## config.mk

```make
export PLATFORM = sky130hd
export DESIGN_NAME = qam_sym_fifo
export DESIGN_NICKNAME = d
export VERILOG_FILES = /design/src/rtl/qam_sym_fifo.sv
export SDC_FILE = /design/constraint.sdc
export NUM_CORES = 1
export LEC_CHECK = 0
export CAP_MARGIN = 10
export CORE_MARGIN = 2
export CORE_UTILIZATION = 59
export CTS_CLUSTER_DIAMETER = 150
export DETAILED_ROUTE_END_ITERATION = 6
export HOLD_SLACK_MARGIN = 0.15
export PLACE_DENSITY_LB_ADDON = 0.1
export SLEW_MARGIN = 20
export SYNTH_ARGS = -nofsm -noshare
export SYNTH_HDL_FRONTEND = slang
export SYNTH_SLANG_ARGS = --single-unit
```

## constraint.sdc

```tcl
create_clock -name clk -period 3.05 [get_ports clk]
set_input_delay 0.4575 -clock clk [delete_from_list [all_inputs] [get_ports clk]]
set_output_delay 0.4575 -clock clk [all_outputs]
set_load 0.02 [all_outputs]
```

## src/rtl/qam_sym_fifo.sv

```systemverilog
// qam_sym_fifo: registered-output symbol FIFO; define QAM_SYM_FIFO_ERR_EN for sticky ovf/udf flags
module qam_sym_fifo #(
  parameter int DATA_W    = 6,
  parameter int DEPTH     = 16,
  parameter int AF_THRESH = 12
) (
  input  logic                       clk,
  input  logic                       rst_n,
  input  logic                       wr_en,
  input  logic [DATA_W-1:0]          wr_data,
  input  logic                       rd_en,
  output logic [DATA_W-1:0]          rd_data,
  output logic                       rd_valid,
  output logic                       full,
  output logic                       empty,
  output logic                       almost_full,
  output logic [$clog2(DEPTH):0]     count,
  output logic                       ovf,
  output logic                       udf
);
  localparam int AW = $clog2(DEPTH);
  localparam int CW = AW + 1;
  logic [DATA_W-1:0] mem [DEPTH];
  logic [AW-1:0] wptr, rptr;
  logic [CW-1:0] count_nxt;
  logic wr_acc, rd_acc;
  always_comb begin
    rd_acc    = rd_en & ~empty;
    wr_acc    = wr_en & (~full | rd_acc);
    count_nxt = count + CW'(wr_acc) - CW'(rd_acc);
  end
  always_ff @(posedge clk)
    if (wr_acc) mem[wptr] <= wr_data;
  // flags are computed from the next count so they move on the same edge as count
  always_ff @(posedge clk or negedge rst_n)
    if (!rst_n) begin
      wptr        <= '0;
      rptr        <= '0;
      count       <= '0;
      full        <= 1'b0;
      empty       <= 1'b1;
      almost_full <= 1'b0;
      rd_valid    <= 1'b0;
      rd_data     <= '0;
    end else begin
      if (wr_acc) wptr <= wptr + 1'b1;
      if (rd_acc) rptr <= rptr + 1'b1;
      if (rd_acc) rd_data <= mem[rptr];
      rd_valid    <= rd_acc;
      count       <= count_nxt;
      full        <= count_nxt == CW'(DEPTH);
      empty       <= count_nxt == '0;
      almost_full <= count_nxt >= CW'(AF_THRESH);
    end
`ifdef QAM_SYM_FIFO_ERR_EN
  // a read on an empty FIFO with a simultaneous write is not an underflow
  always_ff @(posedge clk or negedge rst_n)
    if (!rst_n) begin
      ovf <= 1'b0;
      udf <= 1'b0;
    end else begin
      if (wr_en & ~wr_acc) ovf <= 1'b1;
      if (rd_en & empty & ~wr_en) udf <= 1'b1;
    end
`else
  assign ovf = 1'b0;
  assign udf = 1'b0;
`endif
endmodule

```

==> results.tsv <==
metric	value	unit
Register-to-Register Path Depth	12	
status	finished, final reports clean	
Die Wd	95.95	um
Post-synth EDFFs	96	
worst path arrival time	2.97	ns
initial core utilization	60.71	%
P_leak	2.227	nW
unrepaired setup endpoints after global routing	false	
clk slew on worst S/H paths	0.06	ns
hold-fix buffer count after cts	0	
crit path buf inv count	4	
via/cell ratio	5.750	
worst min path class	input port to asynchronous set/reset pin	
max incr delay on CP	0.50	ns
Largest delay share family, worst path	compound AO/OA/AOI/OAI gates	
Mean Syn Cell Area	15.74	sq um
share of Yosys cell area claimed by the top area cell type	57.79	%
GRT Residual Overflow	0	
global-route wire length before repair	14540	um
post-DP HPWL	6140	um
Layout area overhead	18.43	%
Critical Path Slowest Stage Cell	clkdlybuf4s50_1	
largest net degree at the start of global routing	35	
worst endpoint required time	3.50	ns
min cycle time layout	2.526	ns
Max Freq	395.9	MHz
Synth area leader	edfxtp_1	
number of antenna violations at the first check in global routing	0	
DRC	0	
Port Buf Inserts	24	
DR WL/cell	19.81	um
Setup-failing EPs final	0	
r2r startpoint	empty$_DFF_PN1_	
Ports	27	
synthesized flop and latch total	119	
Final Hold Viols	0	
Synth async-reset ratio	19.33	%
critical register-to-register path endpoint	empty$_DFF_PN1_	
Syn Inst Count	317	
Slew Limit Fails	0	
final wirelength	9348	um
peak supply drop	0.7061	mV
post-CTS setup buffers	0	
vias in the first global route	2765	
RePlAce Congestion	0.7522	
final worst path period share	82.82	%
Core ar.	8217	sq um
maxcap violations	0	
clock root buffer	clkbuf_8	
Finished Layout Cells	472	
Die Span Y	95.95	um
PwrDens	1030	nW/um^2
worst hold margin	0.3147	ns
Worst-Margin Slew	0.9343	ns
Detailed Route Iter0 Violations	190	
CTS max path bufs	2	
Final ANT Viol Nets	0	
most used routing layer	met2	
GRT met2 Usage	37.18	%
Synth area leaders	edfxtp_1 58%, dfrtp_1 11%, mux2i_1 9.6%	
CTS resizes	0	
library cells used by synthesis	42	
most common cell after layout, fill and taps aside	edfxtp_1	
CP Launch Type	input port	
post-synthesis sequential area ratio	69.35	%
htree depth	4	
Ys Warns	0	
crit path cell chain	clkdlybuf4s50_1 -> nand2b_4 -> a21boi_4 -> inv_4 -> ha_1 -> inv_1 -> ha_1 -> inv_1 -> fa_1 -> nor2b_1 -> o21ai_0 -> a21oi_1 -> o211a_1	
Pwr Total	6.088	mW
post-route setup TNS	0	ns
CP Class	input port to flop	
Reg2Reg Setup Slack	0.53	ns
Slew headroom	37.58	%
Num CTS Buffers	17	
met1 Usage GRT	28.66	%
diode count	0	
Syn Std Cell Area	4989	sq um
TritonCTS clock tree	built	
DP Area	5335	sq um
crit end category	flop	
layout cells sized above 1	13.62	%
Site Rows	33	
clock latency on the worst-skew pair	0.52	ns
CTS sink cnt	119	
Primary FF master, synth	edfxtp_1	
Vias	2714	
Post-Place Cells	440	
gr usage total	22.80	%
nets	375	
commonest non-fill, non-tap cells in the layout	96 x edfxtp_1, 48 x mux2i_1, 24 x clkdlybuf4s50_1	
full die area	9206	sq um
Pre-antenna DRT Iters	4	
final instance area	5908	sq um
GR Layer Usage met3	6.421	%
Crit Path Max Fanout	4	
skew final	0.01183	ns
stage by stage:
step / setup slack, ns / utilization [%]
2_1_floorplan: 0.4063 / -
3_3_place_gp: 0.09305 / 64.93
3_5_place_dp: 0.01372 / 64.93
4_1_cts: 0.5311 / 71.91
5_1_grt: 0.3928 / 71.91
6_report: 0.5241 / 71.91
Yosys cell counts, types with 2 or more instances:
library cell / count
and4_1: 4
xor2_1: 2
clkbuf_1: 4
nor2b_1: 3
inv_1: 14
nand4_1: 11
buf_6: 2
buf_4: 5
nor2_1: 2
nand2_1: 17
a22oi_1: 18
and2_1: 13
buf_2: 4
nand3_1: 7
mux2i_1: 48
dfrtp_1: 22
edfxtp_1: 96
o21ai_1: 2
ha_1: 10
a21oi_1: 6
xnor2_1: 6
sequential cells by signal, indices dropped and copies added, names as in the netlist:
name and count:
rd_data 6, almost_full 1, count 5, empty 1, rptr 4, wptr 4
mem 96, rd_valid 1, full 1
cell families after synthesis:
kind of cell / Yosys count / share of synthesized area [%]
AOI/OAI and AO/OA: 34 / 5.067
adders and majority gates: 11 / 2.909
other: 1 / 0.07517
muxes: 48 / 9.631
and+or+nand+nor: 64 / 7.851
xor gates and xnor gates: 9 / 1.731
DFF: 119 / 69.35
buffers and inverters: 31 / 3.386
final cells by class:
type	count	area (sq um)
Clock buffer	22	473.0
Timing Repair Buffer	33	320.3
Inverter	15	58.81
Fill cell	557	2308
Sequential cell	119	3461
Multi-Input combinational cell	168	1364
Clock inverter	10	100.1
Tap cell	105	131.4
power by group:
| part | switching (mW) | total, mW | internal (mW) | leakage, nW |
|---|---|---|---|---|
| registers | 0.253 | 2.31 | 2.06 | 1.14 |
| logic | 1.05 | 1.89 | 0.836 | 0.804 |
| clock network | 0.655 | 1.89 | 1.23 | 0.285 |
| total | 1.96 | 6.09 | 4.13 | 2.23 |
layer usage:
layer,wire length [um],vias up
met5,0,-
li1,-,1267
met1,3936,1352
met4,171,0
met3,490,14
met2,4749,81
worst max-delay path by stage:
stage,end,cells past startpoint,start,slack [ns]
3_3_place_gp,full$_DFF_PN0_,13,rd_en,0.09
6_report,empty$_DFF_PN1_,13,rd_en,0.52
3_5_place_dp,empty$_DFF_PN1_,13,rd_en,0.01
5_1_grt,full$_DFF_PN0_,12,empty$_DFF_PN1_,0.39
2_1_floorplan,full$_DFF_PN0_,12,empty$_DFF_PN1_,0.41
4_1_cts,empty$_DFF_PN1_,12,empty$_DFF_PN1_,0.53
worst register-to-register path, stage by stage, from the launching register on:
cell and delay [ns]:
dfstp_2 0.37, nand2b_4 0.15, a21boi_4 0.18, inv_4 0.04, ha_1 0.27, inv_1 0.05, ha_1 0.15, inv_1 0.05
fa_1 0.40, nor2b_1 0.12, o21ai_0 0.10, a21oi_1 0.33, o211a_1 0.23
Note: power is estimated with default switching activity, not from simulation.
